<file path="config.mk">
export PLATFORM = sky130hd
export DESIGN_NAME = router_pkt_tx_flat
export DESIGN_NICKNAME = d
export VERILOG_FILES = /design/src/rtl/router_pkt_tx_if.sv /design/src/rtl/router_pkt_tx.sv /design/src/flat_wrapper.sv
export SDC_FILE = /design/constraint.sdc
export NUM_CORES = 1
export LEC_CHECK = 0
export ABC_AREA = 1
export CAP_MARGIN = 20
export CORE_MARGIN = 2
export CORE_UTILIZATION = 30
export DETAILED_ROUTE_END_ITERATION = 8
export DONT_BUFFER_PORTS = 1
export SYNTH_ARGS = -nofsm -noshare
export SYNTH_HDL_FRONTEND = slang
export SYNTH_SLANG_ARGS = --single-unit
</file>
<file path="constraint.sdc">
create_clock -name clk -period 1.69 [get_ports clk]
set_clock_uncertainty 0.1 [all_clocks]
set_input_delay 0.2535 -clock clk [delete_from_list [all_inputs] [get_ports clk]]
set_output_delay 0.2535 -clock clk [all_outputs]
set_load 0.02 [all_outputs]
</file>
<file path="src/rtl/router_pkt_tx_if.sv">
// Router input link: byte stream toward the router plus its stall and
// parity-error feedback.
//   pkt_valid  tx -> router  high for header/payload bytes, low for parity
//   data_out   tx -> router  byte on the link
//   busy       router -> tx  stall; no byte moves on a busy cycle
//   err_in     router -> tx  router parity error flag
interface router_pkt_tx_if;
    logic       pkt_valid;
    logic [7:0] data_out;
    logic       busy;
    logic       err_in;

    modport master (output pkt_valid, output data_out, input busy, input err_in);
    modport slave  (input pkt_valid, input data_out, output busy, output err_in);
endinterface

</file>
<file path="src/rtl/router_pkt_tx.sv">
// Packet source for a router input port. On an accepted start it sends a
// header {pay_len, dest_addr}, pay_len payload bytes popped from a
// first-word-fall-through FIFO, then an XOR parity byte, followed by a short
// idle gap. Honours the router busy stall and flags long stalls.
//   clk, rst             clock, asynchronous active-low reset
//   start/dest_addr/pay_len  send request (sampled in IDLE only)
//   pay_data/pay_empty/pay_rd  payload FIFO head, empty flag, pop
//   rtr                  router link (pkt_valid, data_out, busy, err_in)
//   tx_active            not idle
//   done                 pulse on entry to the gap
//   bad_req              pulse after a rejected start
//   underrun, timeout    sticky, cleared by an accepted start
//   pkt_err              err_in sampled at the end of the gap
module router_pkt_tx #(
    parameter int unsigned GAP_CYCLES   = 2,
    parameter int unsigned BUSY_TIMEOUT = 255
) (
    input  logic       clk,
    input  logic       rst,
    input  logic       start,
    input  logic [1:0] dest_addr,
    input  logic [5:0] pay_len,
    input  logic [7:0] pay_data,
    input  logic       pay_empty,
    output logic       pay_rd,
    output logic       tx_active,
    output logic       done,
    output logic       bad_req,
    output logic       underrun,
    output logic       timeout,
    output logic       pkt_err,
    router_pkt_tx_if.master rtr
);
    localparam int unsigned GW = (GAP_CYCLES > 1) ? $clog2(GAP_CYCLES) : 1;

    typedef enum logic [2:0] {IDLE, HEADER, PAYLOAD, PARITY, GAP} state_t;

    state_t        state_q, state_d;
    logic [7:0]    data_q, data_d;
    logic          valid_q, valid_d;
    logic [7:0]    parity_q, parity_d;
    logic [5:0]    rem_q, rem_d;
    logic [GW-1:0] gap_q, gap_d;
    logic [7:0]    busy_cnt_q, busy_cnt_d;
    logic          done_q, done_d;
    logic          bad_req_q, bad_req_d;
    logic          underrun_q, underrun_d;
    logic          timeout_q, timeout_d;
    logic          pkt_err_q, pkt_err_d;
    logic [7:0]    pay_byte;
    logic          sending;

    always_comb begin
        state_d    = state_q;
        data_d     = data_q;
        valid_d    = valid_q;
        parity_d   = parity_q;
        rem_d      = rem_q;
        gap_d      = gap_q;
        busy_cnt_d = busy_cnt_q;
        done_d     = 1'b0;
        bad_req_d  = 1'b0;
        underrun_d = underrun_q;
        timeout_d  = timeout_q;
        pkt_err_d  = pkt_err_q;
        pay_rd     = 1'b0;
        // An empty FIFO substitutes 0x00 so the packet keeps its length.
        pay_byte   = pay_empty ? 8'h00 : pay_data;
        sending    = (state_q == HEADER) || (state_q == PAYLOAD) || (state_q == PARITY);

        // Consecutive-stall counter, saturating; only runs while a byte is pending.
        if (sending && rtr.busy) begin
            busy_cnt_d = (busy_cnt_q == 8'hFF) ? busy_cnt_q : busy_cnt_q + 8'd1;
            if (busy_cnt_q == 8'(BUSY_TIMEOUT - 1)) timeout_d = 1'b1;
        end else begin
            busy_cnt_d = '0;
        end

        case (state_q)
            IDLE: begin
                if (start) begin
                    if (dest_addr != 2'd3 && pay_len != 6'd0) begin
                        state_d    = HEADER;
                        data_d     = {pay_len, dest_addr};
                        valid_d    = 1'b1;
                        parity_d   = {pay_len, dest_addr};
                        rem_d      = pay_len;
                        underrun_d = 1'b0;
                        timeout_d  = 1'b0;
                    end else begin
                        bad_req_d = 1'b1;
                    end
                end
            end
            HEADER, PAYLOAD: begin
                if (!rtr.busy) begin
                    if (rem_q != 6'd0) begin
                        pay_rd   = !pay_empty;
                        data_d   = pay_byte;
                        parity_d = parity_q ^ pay_byte;
                        rem_d    = rem_q - 6'd1;
                        state_d  = PAYLOAD;
                        if (pay_empty) underrun_d = 1'b1;
                    end else begin
                        data_d  = parity_q;
                        valid_d = 1'b0;
                        state_d = PARITY;
                    end
                end
            end
            PARITY: begin
                if (!rtr.busy) begin
                    state_d = GAP;
                    data_d  = '0;
                    done_d  = 1'b1;
                    gap_d   = GW'(GAP_CYCLES - 1);
                end
            end
            GAP: begin
                if (gap_q == '0) begin
                    pkt_err_d = rtr.err_in;
                    state_d   = IDLE;
                end else begin
                    gap_d = gap_q - 1'b1;
                end
            end
            default: state_d = IDLE;
        endcase
    end

    always_ff @(posedge clk or negedge rst) begin
        if (!rst) begin
            state_q    <= IDLE;
            data_q     <= '0;
            valid_q    <= 1'b0;
            parity_q   <= '0;
            rem_q      <= '0;
            gap_q      <= '0;
            busy_cnt_q <= '0;
            done_q     <= 1'b0;
            bad_req_q  <= 1'b0;
            underrun_q <= 1'b0;
            timeout_q  <= 1'b0;
            pkt_err_q  <= 1'b0;
        end else begin
            state_q    <= state_d;
            data_q     <= data_d;
            valid_q    <= valid_d;
            parity_q   <= parity_d;
            rem_q      <= rem_d;
            gap_q      <= gap_d;
            busy_cnt_q <= busy_cnt_d;
            done_q     <= done_d;
            bad_req_q  <= bad_req_d;
            underrun_q <= underrun_d;
            timeout_q  <= timeout_d;
            pkt_err_q  <= pkt_err_d;
        end
    end

    assign rtr.pkt_valid = valid_q;
    assign rtr.data_out  = data_q;
    assign tx_active     = (state_q != IDLE);
    assign done          = done_q;
    assign bad_req       = bad_req_q;
    assign underrun      = underrun_q;
    assign timeout       = timeout_q;
    assign pkt_err       = pkt_err_q;
endmodule

</file>
<file path="src/flat_wrapper.sv">
// flat-port wrapper written by rule: the top's interface ports become plain ports
module router_pkt_tx_flat 
#(
    parameter int unsigned GAP_CYCLES   = 2,
    parameter int unsigned BUSY_TIMEOUT = 255
)
  (clk, rst, start, dest_addr, pay_len, pay_data, pay_empty, pay_rd, tx_active, done, bad_req, underrun, timeout, pkt_err, rtr_pkt_valid, rtr_data_out, rtr_busy, rtr_err_in);
  router_pkt_tx_if rtr_i ();
  input  logic clk;
  input  logic rst;
  input  logic start;
  input  logic [1:0] dest_addr;
  input  logic [5:0] pay_len;
  input  logic [7:0] pay_data;
  input  logic pay_empty;
  output logic pay_rd;
  output logic tx_active;
  output logic done;
  output logic bad_req;
  output logic underrun;
  output logic timeout;
  output logic pkt_err;
  output wire logic [$bits(rtr_i.pkt_valid)-1:0] rtr_pkt_valid;
  output wire logic [$bits(rtr_i.data_out)-1:0] rtr_data_out;
  input wire logic [$bits(rtr_i.busy)-1:0] rtr_busy;
  input wire logic [$bits(rtr_i.err_in)-1:0] rtr_err_in;
  assign rtr_pkt_valid = rtr_i.pkt_valid;
  assign rtr_data_out = rtr_i.data_out;
  assign rtr_i.busy = rtr_busy;
  assign rtr_i.err_in = rtr_err_in;
  router_pkt_tx #(.GAP_CYCLES(GAP_CYCLES), .BUSY_TIMEOUT(BUSY_TIMEOUT)) u_core (.clk(clk), .rst(rst), .start(start), .dest_addr(dest_addr), .pay_len(pay_len), .pay_data(pay_data), .pay_empty(pay_empty), .pay_rd(pay_rd), .tx_active(tx_active), .done(done), .bad_req(bad_req), .underrun(underrun), .timeout(timeout), .pkt_err(pkt_err), .rtr(rtr_i));
endmodule
</file>
==> flow_summary.yaml, run 1 <==
critical_path:
  max_stage_delay_ps: 410
  crit_top_cell: "nand2_2"
  required_ps: 1340
  timing.rr.end: "u_core.parity_q[6]"
  start_kind: "register"
  cp-endpoint: "pay_rd"
  reg2reg_depth: 10
  crit_type: "reg -> out"
  rr_startpoint: "u_core.state_q[0]"
  rrSetupSlack_ps: -10
  crit_slowest_cell: "dfrtp_1"
  path_cells: "nand2_2 > nand2_4 > nor2_4 > nand2_2 > nor3_4 > buf_6"
  path_max_fanout: 3
  arrival_ps: 1370
  end_kind: "primary output"
  worstSetupStartpoint: "u_core.state_q[0]"
clock_tree:
  cts.path.max_buffers: 2
  htreeDepth: 2
  clkSinkCount: 40
  clock-root-buffer: "clkbuf_8"
  tritoncts: "built"
  cts-buffers-inserted: 5
  clkTransAtPathRegs_ps: 80
  clock_latency_ps: 290
grt:
  grt_max_degree: 41
  grt_pass1_wl_mm: 10.0
  grt_pass1_vias: 2129
  track_usage_pct: 14.3
  antenna_found_initial: 0
  gr-total-overflow: 0
die:
  die_h_um: 94.5
  ioPinCount: 38
  die_x_um: 94.5
  die-area_sq_um: 8930
  rows: 33
  core_region_area_sq_um: 8090
  start_util_pct: 30.3
sta:
  setup_violations: 5
  fin_crit_sh_pct: 102
  hold_viol: 0
  worst_pin_slew_ps: 409
  whs_ps: 68.0
  grt_setup_unrepaired: "yes"
  fin_ws_ps: -38.3
  slew-limit-headroom_pct: 72.5
  fin_crit_ps: 1730
  slew_viol_final: 0
  fmax_mhz: 579
routing:
  dr.pass1.iters: 4
  top_layer: "met4"
  wl_met1_mm: 2.70
  routedWlPerCell_um: 13.1
  vias: 2220
  wl_met2_mm: 2.98
  dr_wl_met3_um: 422
  vias_per_cell: 4.72
  route.detailed.drc: 0
  totalWireLength_mm: 6.15
  dr.first_iter.drc_count: 106
  ant_nets: 0
place:
  preCtsSetupSlack_ps: 83.9
  dp_hpwl_mm: 4.29
  numPortBuffers: 0
  gp_congestion: 0.839
logic_synthesis:
  syn_area_sq_um: 2460
  synth_top_area_share_pct: 40.8
  ys_seq_area_share_pct: 40.8
  synth.ff_latch_count: 40
  ys_top_cells_by_area: "dfrtp_1, nand2_1, nand3_1"
  yosys.cell_types.count: 31
  yosys.area.top_type: "dfrtp_1"
  syn_inst: 339
  syn-mean-instance-area_sq_um: 7.25
  yosysWarnings: 0
  syn_nets: 365
pwr:
  switching_share_pct: 48.8
  vdd_drop_max_mv: 0.762
  internal_power_mw: 2.98
  seqPwrFrac_pct: 30.3
  switchingPower_mw: 2.84
  power_per_cell_area_nw_per_um2: 1960
  total_leakage_power_nw: 1.57
  combPwrFrac_pct: 59.0
  p_clk_share_pct: 10.7
cells_and_area:
  drive_gt1_share_pct: 17.3
  nets: 391
  area_delta_synth_final_pct: 20.9
  multi_input_area_sq_um: 1370
  antennaDiodeCount: 0
  regArea_sq_um: 1000
  final.fill_count: 871
outcome:
  outcome: "finished with violations"
  violations: "negative setup slack"
run:
  cap_violations: 0
min_path:
  min_path_type: "in -> reg"
power by group through the flow:
stage	logic, mW	registers (mW)	clock network, mW
floorplan	2.22	1.72	0
global placement	2.84	1.78	0
detailed placement	2.89	1.80	0
CTS	3.15	1.77	0.644
global route	3.90	1.81	0.681
finish	3.44	1.76	0.623
registers in the layout, indices dropped and copies added (netlist names):
register and cells:
u_core.busy_cnt_q 8, u_core.parity_q 8, u_core.rtr.data_out 8, u_core.rem_q 6, u_core.state_q 3, u_core.bad_req 1, u_core.done 1, u_core.gap_q 1
u_core.pkt_err 1, u_core.rtr.pkt_valid 1, u_core.timeout 1, u_core.underrun 1
cell families (layout without fill, tap and decap cells):
| family | count (synthesis) | after routing | share of synthesized area (%) |
|---|---|---|---|
| simple gates | 222 | 222 | 40.9 |
| flops | 40 | 40 | 40.8 |
| buf+inv | 40 | 66 | 7.03 |
| compound gates | 20 | 20 | 4.53 |
| xor+xnor | 12 | 12 | 4.28 |
| fa+ha+maj | 4 | 4 | 2.04 |
| mux | 1 | 1 | 0.458 |
stage by stage:
step                util (%)  setup TNS (ps)  total power, mW  cell area, sq um  std cells
floorplan                  -               0             3.94              2460        339
global placement        32.8               0             4.62              2650        448
detailed placement      32.8               0             4.69              2650        448
CTS                     35.3           -2.85             5.56              2850        465
global route            36.7           -1430             6.39              2970        470
finish                  36.7           -60.4             5.82              2970        470
final cells by class:
class / count / share of cell area (%)
clock inverter: 1 / 0.168
clock buffer: 6 / 2.44
multi-input combinational: 259 / 46.1
inverter: 33 / 4.25
sequential: 40 / 33.7
tap: 105 / 4.42
timing repair buffer: 26 / 8.93
cell usage in the layout (no fill, tap or decap), types with 2 or more instances in the layout:
master and count:
nand3_1 37, clkbuf_8 5, nor2_4 4, nand2_1 136
nor2_1 22, buf_12 3, nor2_8 2, nand3_4 2
nand2_2 7, nand3_2 3, buf_4 17, nand4_1 2
ha_1 3, dlygate4sd3_1 3, o21ai_0 12, inv_1 27
inv_2 5, buf_6 2, dfrtp_1 40, xor2_1 11
nand2_4 3
routing by layer:
metal	GRT usage, %	vias to the layer above
met5	0	-
met2	24.3	55
li1	-	1111
met4	2.90	0
met1	18.3	1049
met3	3.99	5
cell usage after synthesis:
| cell | instances |
|---|---|
| a21boi_0 | 1 |
| a21oi_1 | 2 |
| a21oi_2 | 1 |
| a31oi_1 | 1 |
| buf_2 | 3 |
| buf_4 | 1 |
| buf_6 | 2 |
| clkbuf_1 | 1 |
| dfrtp_1 | 40 |
| ha_1 | 4 |
| inv_1 | 29 |
| inv_2 | 4 |
| mux2_2 | 1 |
| nand2_1 | 138 |
| nand2_2 | 7 |
| nand2_4 | 1 |
| nand3_1 | 38 |
| nand3_2 | 4 |
| nand4_1 | 2 |
| nand4_2 | 1 |
| nor2_1 | 23 |
| nor2_2 | 1 |
| nor2_4 | 3 |
| nor2_8 | 2 |
| nor3_1 | 2 |
| o21a_1 | 1 |
| o21ai_0 | 12 |
| o21ai_1 | 1 |
| o22ai_1 | 1 |
| xnor2_1 | 1 |
| xor2_1 | 11 |
what timing repair did:
action | 4_1_cts | 5_1_grt
resized for setup | 8 | 12
pin swaps | 3 | 1
setup buffers | 7 | 3
endpoints found under the hold margin | 41 | 1
cloned | 0 | 1
hold buffers | 3 | 1
setup endpoints to repair | 1 | 27
critical path: cells and delay by family, from the launching register on:
| family | cells | cell delay, ps |
|---|---|---|
| simple gates | 5 | 540 |
| flops | 1 | 410 |
| buf+inv | 1 | 140 |
worst min path at each step:
stage / from / end / slack [ps] / cells past startpoint
global placement: rst / u_core.rem_q[2] / -140 / 0
detailed placement: rst / u_core.parity_q[4] / -140 / 0
global route: dest_addr[1] / u_core.parity_q[1] / 80 / 4
finish: dest_addr[0] / u_core.parity_q[0] / 70 / 4
CTS: rtr_err_in / u_core.pkt_err / 1 / 1
floorplan: rst / u_core.bad_req / -140 / 0
Note: power is estimated with default switching activity, not from simulation.
==> inputs of run 2 (changes only) <==
- CTS_CLUSTER_SIZE: default -> 30
==> results of run 2 <==
Same layout as run 1: the final DEF is identical, and so are final timing and power.
==> inputs of run 3 (changes only) <==
- SETUP_SLACK_MARGIN: default -> 0.5
- clock period: 1.69 -> 2.1 ns (I/O delays scaled with it)
==> run 3 against run 2 <==
- the flow now finishes without violations
- setup slack improved by 410 ps
- total power decreased by 17%
- non-clock buffer count shrank 5
- sequential share of layout area down 0.71 points
- combinational power fell by 16%
- cell count shrank 0.85%
- utilization up 0.88 points
- register-to-register slack better by 410 ps
- design area grew 2.4%
- critical path type unchanged
- largest cell class unchanged
- highest routed layer unchanged
==> flow_summary.yaml, run 3 (synthesized netlist as in run 1, its figures left out) <==
sta:
  grt_setup_unrepaired: "yes"
  whs_ps: 68.2
  slew_viol_final: 0
  hold_viol: 0
  slew-limit-headroom_pct: 76.7
  worst_pin_slew_ps: 348
  fin_crit_ps: 1730
  fmax_mhz: 579
  finalSetupTns_ps: 0
  setup_violations: 0
  fin_crit_sh_pct: 82.2
  fin_ws_ps: 374
outcome:
  outcome: "completed"
clock_tree:
  htreeDepth: 2
  clkTransAtPathRegs_ps: 80
  tritoncts: "built"
  clock_latency_ps: 300
  clkSinkCount: 40
  clock-root-buffer: "clkbuf_8"
  cts-buffers-inserted: 5
  cts.path.max_buffers: 2
critical_path:
  path_buf_inv: 1
  crit_type: "reg -> out"
  end_kind: "primary output"
  start_kind: "register"
  required_ps: 1680
  crit_top_cell: "nor2_4"
  max_stage_delay_ps: 370
  crit_family: "simple AND/OR/NAND/NOR gates"
  path_max_fanout: 3
  crit_slowest_cell: "dfrtp_1"
  path_cells: "buf_4 > nor2_4 > nor2_4 > nand2_4 > nor3_4"
  arrival_ps: 1310
pwr:
  vdd_drop_max_mv: 0.610
  power_per_cell_area_nw_per_um2: 1580
  power_mw: 4.82
  total_leakage_power_nw: 1.58
place:
  preCtsSetupSlack_ps: 346
  placed_area_sq_um: 2560
  dp_hpwl_mm: 4.17
  numPortBuffers: 0
  gp_congestion: 0.830
grt:
  gr-total-overflow: 0
  antenna_found_initial: 0
  grt_max_degree: 41
  track_usage_pct: 14.4
  grt_pass1_wl_mm: 10.2
  grt_pass1_vias: 2195
routing:
  dr.pass1.iters: 4
  totalWireLength_mm: 6.22
  routedWlPerCell_um: 13.3
  vias_per_cell: 4.71
  dr.first_iter.drc_count: 130
  vias: 2194
  ant_nets: 0
  route.detailed.drc: 0
die:
  ioPinCount: 38
  rows: 33
  die-area_sq_um: 8930
  die_h_um: 94.5
  core_region_area_sq_um: 8090
  die_x_um: 94.5
  start_util_pct: 30.3
cells_and_area:
  area_delta_synth_final_pct: 23.8
  nets: 387
  final_common_cell: "nand2_1"
  final_area_sq_um: 3040
  final_cell_mix: "nand2_1, dfrtp_1, nand3_1"
  drive_gt1_share_pct: 20.2
  antennaDiodeCount: 0
  final.fill_count: 863
min_path:
  min_path_type: "in -> reg"
run:
  cap_violations: 0
==> run 3: changes by cell type in the layout (fill, tap and decap cells not counted), moves of 2 or more <==
cell           previous run  this run
dfrtp_2                   0         2
nand3_4                   2         5
nand3_1                  37        34
dlygate4sd3_1             3         1
nand2_1                 136       132
nand2_4                   3         6
buf_4                    17        13
dfrtp_1                  40        38
==> run 3: cell type report <==
cell class                      instances  area [sq um]  area share (%)
Tap cell                              105           131            4.32
Inverter                               33           129            4.24
Timing Repair Buffer                   21           221            7.28
Sequential cell                        40          1000            33.0
Clock buffer                            6          72.6            2.39
Clock inverter                          1          5.00           0.165
Multi-Input combinational cell        260          1480            48.6
==> run 3: timing repair <==
item	in CTS	in global routing
gates resized for setup	19	27
pin swaps	6	7
cloned	0	2
setup endpoints to repair	26	35
setup buffers	13	3
endpoints found under the hold margin	40	0
hold buffers	2	0
==> run 3: routing by layer <==
layer | global-route usage (%) | routed length, um | up-vias
li1 | - | - | 1116
met1 | 19.1 | 2780 | 1009
met2 | 23.6 | 2890 | 61
met3 | 3.99 | 500 | 8
met4 | 3.26 | 51 | 0
met5 | 0 | 0 | -
==> run 3: worst paths after layout <==
| path | start | end | slack (ps) | cells past startpoint |
|---|---|---|---|---|
| max | u_core.state_q[0] | pay_rd | 370 | 5 |
| min | rtr_err_in | u_core.pkt_err | 70 | 1 |
| max reg2reg | u_core.state_q[1] | u_core.rem_q[5] | 400 | 10 |
| min reg2reg | u_core.gap_q | u_core.gap_q | 420 | 2 |
| max in group asynchronous | rst | u_core.parity_q[1] | 1330 | 2 |
| min in group asynchronous | rst | u_core.rem_q[4] | 360 | 2 |
==> run 3: power breakdown <==
part / internal [mW] / total [mW] / switching (mW)
Combinational: 1.14 / 2.89 / 1.75
Sequential: 1.07 / 1.43 / 0.360
Clock: 0.226 / 0.501 / 0.275
Total: 2.43 / 4.82 / 2.39
==> run 3: through the flow <==
stage	utilization, %	cells
final	37.6	466
after detailed placement	31.7	439
after global placement	31.7	439
after global routing	37.6	466
after floorplan	-	339
after CTS	35.4	461
